<file path="src/rtl/data_mem_responder_if.sv">
// Load/store port between the pipeline (master) and the data-memory
// responder (slave). The core drives the request fields; the responder
// answers with ready/done/err and the load result.
interface data_mem_responder_if #(
   parameter int ADDR_W = 9
);
   logic              wr;
   logic              rd;
   logic [ADDR_W-1:0] addr;
   logic [31:0]       wr_data;
   logic [1:0]        size;
   logic              unsigned_ld;
   logic              ready;
   logic              done;
   logic              err;
   logic [31:0]       rd_data;

   modport master (
      output wr, rd, addr, wr_data, size, unsigned_ld,
      input  ready, done, err, rd_data
   );

   modport slave (
      input  wr, rd, addr, wr_data, size, unsigned_ld,
      output ready, done, err, rd_data
   );
endinterface

</file>
<file path="src/rtl/data_mem_responder.sv">
// Data-memory responder for the pipeline load/store port.
// Byte-addressed storage (2**ADDR_W bytes as four byte lanes of 32-bit
// words), byte/half/word accesses with sign/zero-extended loads and
// alignment checks, answered after a fixed LATENCY through ready/done.
// Optional macro DATA_MEM_TRACE_EN: prints a simulation trace line for
// every committed access and for every rejected request.
module data_mem_responder #(
   parameter int ADDR_W  = 9,
   parameter int LATENCY = 2
) (
   input  logic                  clk,
   input  logic                  reset,
   data_mem_responder_if.slave   bus
);
   localparam int         WORDS    = 2 ** (ADDR_W - 2);
   localparam logic [3:0] CNT_INIT = 4'((LATENCY > 1) ? (LATENCY - 2) : 0);

   typedef enum logic [1:0] {S_IDLE, S_BUSY, S_DONE} state_t;

   state_t            r_state;
   state_t            w_state_next;
   logic [3:0]        r_cnt;
   logic              r_wr;
   logic              r_rd;
   logic              r_unsigned;
   logic              r_err;
   logic [ADDR_W-1:0] r_addr;
   logic [31:0]       r_wr_data;
   logic [1:0]        r_size;
   logic [31:0]       r_rd_data;

   logic              w_accept;
   logic              w_req_err;
   logic              w_to_done;
   logic              w_store;
   logic              w_load;
   // Effective request: live inputs while idle (LATENCY=1 / error commit on
   // the acceptance edge), captured copy afterwards.
   logic              w_e_wr;
   logic              w_e_rd;
   logic              w_e_uns;
   logic              w_e_err;
   logic [ADDR_W-1:0] w_e_addr;
   logic [31:0]       w_e_data;
   logic [1:0]        w_e_size;

   logic [ADDR_W-3:0] w_word_idx;
   logic [3:0]        w_be;
   logic [31:0]       w_lane_data;
   logic [31:0]       w_rd_word;
   logic [31:0]       w_shifted;
   logic [31:0]       w_load_val;

   assign w_accept  = (r_state == S_IDLE) && (bus.wr || bus.rd);
   assign w_req_err = (bus.size == 2'b11)
                    || ((bus.size == 2'b01) && bus.addr[0])
                    || ((bus.size == 2'b10) && (bus.addr[1:0] != 2'b00))
                    || (bus.wr && bus.rd);

   // Select which copy of the request the commit logic works on
   always_comb begin
      if (r_state == S_IDLE) begin
         w_e_wr   = bus.wr;
         w_e_rd   = bus.rd;
         w_e_uns  = bus.unsigned_ld;
         w_e_err  = w_req_err;
         w_e_addr = bus.addr;
         w_e_data = bus.wr_data;
         w_e_size = bus.size;
      end else begin
         w_e_wr   = r_wr;
         w_e_rd   = r_rd;
         w_e_uns  = r_unsigned;
         w_e_err  = r_err;
         w_e_addr = r_addr;
         w_e_data = r_wr_data;
         w_e_size = r_size;
      end
   end

   // State register
   always_ff @(posedge clk or negedge reset) begin
      if (!reset) r_state <= S_IDLE;
      else        r_state <= w_state_next;
   end

   // Next-state logic
   always_comb begin
      w_state_next = r_state;
      case (r_state)
         S_IDLE: if (w_accept) w_state_next = ((LATENCY == 1) || w_req_err) ? S_DONE : S_BUSY;
         S_BUSY: if (r_cnt == 4'd0) w_state_next = S_DONE;
         S_DONE: w_state_next = S_IDLE;
         default: w_state_next = S_IDLE;
      endcase
   end

   // Output decode
   always_comb begin
      bus.ready   = (r_state == S_IDLE);
      bus.done    = (r_state == S_DONE);
      bus.err     = (r_state == S_DONE) && r_err;
      bus.rd_data = r_rd_data;
   end

   // Commit happens on the edge that enters DONE; reset suppresses it so an
   // in-flight store never reaches memory.
   assign w_to_done = (w_state_next == S_DONE) && (r_state != S_DONE);
   assign w_store   = reset && w_to_done && !w_e_err && w_e_wr;
   assign w_load    = reset && w_to_done && !w_e_err && w_e_rd;

   // Request capture and latency countdown
   always_ff @(posedge clk or negedge reset) begin
      if (!reset) begin
         r_cnt      <= 4'd0;
         r_wr       <= 1'b0;
         r_rd       <= 1'b0;
         r_unsigned <= 1'b0;
         r_err      <= 1'b0;
         r_addr     <= '0;
         r_wr_data  <= 32'd0;
         r_size     <= 2'b00;
      end else if (w_accept) begin
         r_cnt      <= CNT_INIT;
         r_wr       <= bus.wr;
         r_rd       <= bus.rd;
         r_unsigned <= bus.unsigned_ld;
         r_err      <= w_req_err;
         r_addr     <= bus.addr;
         r_wr_data  <= bus.wr_data;
         r_size     <= bus.size;
      end else if ((r_state == S_BUSY) && (r_cnt != 4'd0)) begin
         r_cnt <= r_cnt - 4'd1;
      end
   end

   // Byte enables and lane-replicated store data
   always_comb begin
      w_be        = 4'b1111;
      w_lane_data = w_e_data;
      case (w_e_size)
         2'b00: begin
            w_be        = 4'b0001 << w_e_addr[1:0];
            w_lane_data = {4{w_e_data[7:0]}};
         end
         2'b01: begin
            w_be        = w_e_addr[1] ? 4'b1100 : 4'b0011;
            w_lane_data = {2{w_e_data[15:0]}};
         end
         default: ;
      endcase
   end

   assign w_word_idx = w_e_addr[ADDR_W-1:2];

   genvar gi;
   generate
      for (gi = 0; gi < 4; gi++) begin : g_lane
         logic [7:0] r_mem [WORDS];
         // One byte lane of storage; contents survive reset
         always_ff @(posedge clk) begin
            if (w_store && w_be[gi]) r_mem[w_word_idx] <= w_lane_data[gi*8 +: 8];
         end
         assign w_rd_word[gi*8 +: 8] = r_mem[w_word_idx];
      end
   endgenerate

   // Extract and extend the addressed load data
   always_comb begin
      w_shifted  = w_rd_word >> {w_e_addr[1:0], 3'b000};
      w_load_val = w_rd_word;
      case (w_e_size)
         2'b00: w_load_val = w_e_uns ? {24'd0, w_shifted[7:0]}
                                     : {{24{w_shifted[7]}}, w_shifted[7:0]};
         2'b01: w_load_val = w_e_uns ? {16'd0, w_shifted[15:0]}
                                     : {{16{w_shifted[15]}}, w_shifted[15:0]};
         default: ;
      endcase
   end

   // Load result register, updated only by successful loads
   always_ff @(posedge clk or negedge reset) begin
      if (!reset)      r_rd_data <= 32'd0;
      else if (w_load) r_rd_data <= w_load_val;
   end

`ifdef DATA_MEM_TRACE_EN
   logic [31:0] w_trace_store;
   assign w_trace_store = (w_e_size == 2'b00) ? {24'd0, w_e_data[7:0]} :
                          (w_e_size == 2'b01) ? {16'd0, w_e_data[15:0]} : w_e_data;
   // Simulation trace of every commit or rejection
   always @(posedge clk) begin
      if (reset && w_to_done) begin
         if (w_e_err)
            $display("%0t Memory error addr=%0d", $time, w_e_addr);
         else if (w_e_wr)
            $display("%0t store addr=%0d data=%08h/%0d", $time, w_e_addr, w_trace_store, w_trace_store);
         else
            $display("%0t load addr=%0d data=%08h/%0d", $time, w_e_addr, w_load_val, w_load_val);
      end
   end
`else
   // Trace disabled: no display logic is compiled.
`endif
endmodule

</file>
<file path="src/flat_wrapper.sv">
// flat-port wrapper written by rule: the top's interface ports become plain ports
module data_mem_responder_flat 
#(
   parameter int ADDR_W  = 9,
   parameter int LATENCY = 2
)
  (clk, reset, bus_wr, bus_rd, bus_addr, bus_wr_data, bus_size, bus_unsigned_ld, bus_ready, bus_done, bus_err, bus_rd_data);
  data_mem_responder_if #(.ADDR_W(ADDR_W)) bus_i ();
  input  logic clk;
  input  logic reset;
  input wire logic [$bits(bus_i.wr)-1:0] bus_wr;
  input wire logic [$bits(bus_i.rd)-1:0] bus_rd;
  input wire logic [$bits(bus_i.addr)-1:0] bus_addr;
  input wire logic [$bits(bus_i.wr_data)-1:0] bus_wr_data;
  input wire logic [$bits(bus_i.size)-1:0] bus_size;
  input wire logic [$bits(bus_i.unsigned_ld)-1:0] bus_unsigned_ld;
  output wire logic [$bits(bus_i.ready)-1:0] bus_ready;
  output wire logic [$bits(bus_i.done)-1:0] bus_done;
  output wire logic [$bits(bus_i.err)-1:0] bus_err;
  output wire logic [$bits(bus_i.rd_data)-1:0] bus_rd_data;
  assign bus_i.wr = bus_wr;
  assign bus_i.rd = bus_rd;
  assign bus_i.addr = bus_addr;
  assign bus_i.wr_data = bus_wr_data;
  assign bus_i.size = bus_size;
  assign bus_i.unsigned_ld = bus_unsigned_ld;
  assign bus_ready = bus_i.ready;
  assign bus_done = bus_i.done;
  assign bus_err = bus_i.err;
  assign bus_rd_data = bus_i.rd_data;
  data_mem_responder #(.ADDR_W(ADDR_W), .LATENCY(LATENCY)) u_core (.clk(clk), .reset(reset), .bus(bus_i));
endmodule
</file>
<file path="config.mk">
export PLATFORM = sky130hd
export DESIGN_NAME = data_mem_responder_flat
export DESIGN_NICKNAME = d
export VERILOG_FILES = /design/src/rtl/data_mem_responder_if.sv /design/src/rtl/data_mem_responder.sv /design/src/flat_wrapper.sv
export SDC_FILE = /design/constraint.sdc
export NUM_CORES = 2
export LEC_CHECK = 0
export BUFFER_PORTS_ARGS = -buffer_cell sky130_fd_sc_hd__buf_2
export CORE_MARGIN = 3
export CORE_UTILIZATION = 25
export CTS_CLUSTER_SIZE = 8
export DETAILED_ROUTE_END_ITERATION = 6
export HOLD_SLACK_MARGIN = 0.03
export PLACE_DENSITY = 0.48
export SKIP_LAST_GASP = 1
export SLEW_MARGIN = 20
export SYNTH_ARGS = -nofsm -noshare
export SYNTH_HDL_FRONTEND = slang
export SYNTH_SLANG_ARGS = --single-unit
</file>
<file path="constraint.sdc">
create_clock -name clk -period 7.6 [get_ports clk]
set_input_delay 0.76 -clock clk [delete_from_list [all_inputs] [get_ports clk]]
set_output_delay 0.76 -clock clk [all_outputs]
set_load 0.02 [all_outputs]
</file>
==> out/results.tsv <==
stage	metric	value	unit
sta	min_period	6.70	ns
drt	drc	0	
logic_synthesis	syn_area_per_cell	15.2	sq um
sta	hold_viol_final	0	
global_route	grt_pass1_wl	825	mm
job	drv_cap	0	
worst_hold_path	hold_path.class	input pin to flop	
cts	cts_setup_buffers	0	
cells_and_area	stdcell_count	19900	
drt	wirelength	598	mm
setup_path	critPathRequiredTime	8.56	ns
sta	tns	0	ns
logic_synthesis	synth_compound_area_frac	0.0962	
floorplanning	fp-row-count	294	
sta	clock.fmax	149	MHz
cts	postCtsHoldBufs	43	
floorplanning	boundaryPins	83	
global_route	grt_busiest_layer	met2	
sta	worst_slew_pin_slew	1.24	ns
logic_synthesis	synth_cells	10600	
cts	clk_pin_slew	0.05	ns
cts	tritoncts_num_sinks	4181	
logic_synthesis	syn_nets	10700	
power_and_ir_drop	powerDensity	431	mW/mm^2
floorplanning	die_area	0.653	sq mm
global_route	grtUsageMet2	0.277	
power_and_ir_drop	ir_worst_vdd	0.890	mV
logic_synthesis	synth.area.top_cells	edfxtp_1 (76%), o22ai_1 (3.7%), nand2_1 (3.3%), nor3_1 (1.9%), dfrtp_1 (1.3%)	
logic_synthesis	async_flop_share	0.0203	
drt	ant_nets	0	
cts	cts_root_buf	clkbuf_16	
floorplanning	start_util	0.251	
power_and_ir_drop	seqPwrFrac	0.378	
logic_synthesis	synth-simple-area-share	0.0850	
global_route	grt_max_degree	129	
place	routabilityCongestion	0.840	
logic_synthesis	yosysUniqueCellTypes	103	
cts	cts_tree	yes	
floorplanning	coreArea	0.641	sq mm
power_and_ir_drop	p_clk_frac	0.287	
global_route	antenna_found_initial	41	
power_and_ir_drop	combPwrFrac	0.335	
logic_synthesis	synth_top_cell_area_share	0.765	
logic_synthesis	synth_mux_area_frac	0.0154	
sta	slew_headroom	0.170	
power_and_ir_drop	netSwitchingFraction	0.384	
power_and_ir_drop	p_switching	31.9	mW
logic_synthesis	synth_flop_cell	edfxtp_1	
setup_path	arrival	7.66	ns
setup_path	worstSetupEndpointType	flop	
place	io_buffer_count	82	
setup_path	path_max_fanout	75	
place	dp.cells	19100	
cells_and_area	nets	11200	
cts	cts_buffer_depth	4	
logic_synthesis	yosys.area_share.adder	0.000156	
cells_and_area	layout-drive-gt1-share	0.160	
drt	vias	104000	
logic_synthesis	yosys_register_bits	4181	
global_route	grt.met1_usage	0.241	
global_route	grt-ovfl-total	0	
cells_and_area	n_fill_cell	63300	
sta	finalSetupViolCount	0	
logic_synthesis	synth_xor_area_frac	0.000163	
global_route	grt_pass1_vias	100000	
status	status	completed	
cells_and_area	area_growth	19.8	%
floorplanning	fp.dieH	808	um
sta	clock_skew	0.0615	ns
sta	report.final.slew_viol_count	0	
drt	drt_first_iter_violations	12700	
cts	cts_buffers	593	
setup_path	crit_path_start_kind	flop	
logic_synthesis	seq_area_frac_synth	0.778	
logic_synthesis	synth-edff-count	4096	
sta	hold_ws	0.156	ns
drt	drt-pass1-iter-count	6	
drt	vias_per_cell	5.22	
sta	period_share	0.881	
global_route	grtUsageTotal	0.175	
cts	htreeDepth	6	
logic_synthesis	synthesis.area	0.161	sq mm
place	dp_hpwl	357	mm
cts	cts_resized	0	
setup_path	worstSetupPathType	flop to flop	
power_and_ir_drop	intPower	51.2	mW
logic_synthesis	synth-warning-count	0	
global_route	globalRouteMet3Util	0.0311	
cts	clk_latency	1.05	ns
sta	rsz0062_at_grt	no	
drt	wl_per_cell	30.1	um
logic_synthesis	yosysTopAreaCell	edfxtp_1	
power_and_ir_drop	p_leak	60.1	nW
logic_synthesis	synth_top_family_by_area	compound AO/OA/AOI/OAI gates	
floorplanning	dieWidth	808	um
-- cell families after synthesis --
kind of cell | count (synthesis)
and+or+nand+nor | 3049
DFF | 4181
AOI/OAI and AO/OA | 2307
adders and majority gates | 2
xor gates and xnor gates | 3
muxes | 240
buffers and inverters | 826
-- stage by stage --
step           setup WS (ns)   util  area (sq um)  total power, mW
2_1_floorplan          0.829      -        161000             45.5
3_3_place_gp           0.702  0.274        176000             59.0
3_5_place_dp           0.689  0.274        176000             59.2
4_1_cts                 1.09  0.300        193000             83.0
5_1_grt                0.876  0.300        193000             85.2
6_report               0.904  0.300        193000             83.1
-- cell type report --
cell class | count | area (sq um) | area share
Multi-Input combinational cell | 5601 | 33700 | 0.175
Antenna cell | 26 | 65.1 | 0.000338
Clock inverter | 40 | 689 | 0.00358
Inverter | 18 | 92.6 | 0.000481
Timing Repair Buffer | 775 | 6770 | 0.0351
Clock buffer | 665 | 15500 | 0.0803
Sequential cell | 4181 | 125000 | 0.649
Tap cell | 8584 | 10700 | 0.0557
-- metal layers --
metal,wire [um],share of wire
met5,28,0.000047
met4,21400,0.036
met3,49100,0.082
met1,252000,0.42
met2,275000,0.46
-- worst paths after layout --
check / cells past startpoint / slack [ns] / start / endpoint
worst min-delay path: 2 / 0.16 / bus_size[1] / u_core.r_size[1]
max in group asynchronous: 3 / 6.10 / reset / u_core.r_state[0]
min in group asynchronous: 2 / 0.20 / reset / u_core.r_wr_data[5]
worst min register to register: 2 / 0.48 / u_core.r_rd / u_core.r_rd
worst max register to register: 14 / 0.90 / u_core.r_state[1] / u_core.bus.rd_data[11]
worst max-delay path: 14 / 0.90 / u_core.r_state[1] / u_core.bus.rd_data[11]
-- power groups by stage --
stage	clock, mW	sequential (mW)	combinational, mW
3_3_place_gp	0	31.8	27.2
3_5_place_dp	0	31.8	27.4
5_1_grt	25.1	31.4	28.8
4_1_cts	24.1	31.4	27.5
2_1_floorplan	0	32.8	12.8
6_report	23.8	31.4	27.8
-- registers in the layout, summed over array words and instances, names as in the netlist --
| register | flops |
|---|---|
| u_core.r_state | 2 |
| u_core.bus.rd_data | 32 |
| u_core.r_size | 2 |
| u_core.r_err | 1 |
| u_core.r_cnt | 4 |
| u_core.r_addr | 9 |
| u_core.r_rd | 1 |
| u_core.r_wr | 1 |
| u_core.g_lane.r_mem | 4096 |
| u_core.r_unsigned | 1 |
| u_core.r_wr_data | 32 |
-- critical path, stage by stage (launching register included) --
cell and delay (ns):
dfrtp_1 0.37, buf_4 0.26, or3b_4 0.72, nand2_8 0.85, buf_12 0.43, buf_4 0.40, nand2_1 0.09, a31oi_1 0.20
a31oi_1 0.27, nor4_1 0.82, o221ai_1 0.64, nor4_2 0.94, a22oi_1 0.15, a21o_1 0.21, a21oi_1 0.13
-- cells in the mapped netlist, types with 27 or more instances --
cell type	count
o21ai_0	149
buf_2	330
edfxtp_1	4096
nor2_1	338
clkbuf_1	301
and3_1	123
a22oi_1	27
o22a_1	53
o22ai_1	957
a31oi_1	274
nand3_1	378
buf_6	35
buf_4	71
mux2i_1	193
buf_1	69
mux2_2	45
dfrtp_1	85
a211oi_1	111
a21oi_1	260
nor3_1	604
o221ai_1	133
nand2_1	1404
a32o_1	33
nor4_1	98
a32oi_1	124
-- cell usage in the layout (no fill, tap or decap), types with 81 or more instances in the layout --
cell type	netlist	final
a32oi_1	124	124
nor3_2	2	219
nor4_1	98	94
nand2_1	1404	1387
o21ai_0	149	140
nand3_1	378	378
o22ai_1	957	957
clkbuf_16	0	610
buf_2	330	81
nor2_1	338	326
dfrtp_1	85	85
mux2i_1	193	180
a21oi_1	260	247
and3_1	123	123
buf_4	71	569
a31oi_1	274	273
nor3_1	604	386
a211oi_1	111	110
o221ai_1	133	124
edfxtp_1	4096	4096
No activity file was read; power rests on OpenSTA's default activity.
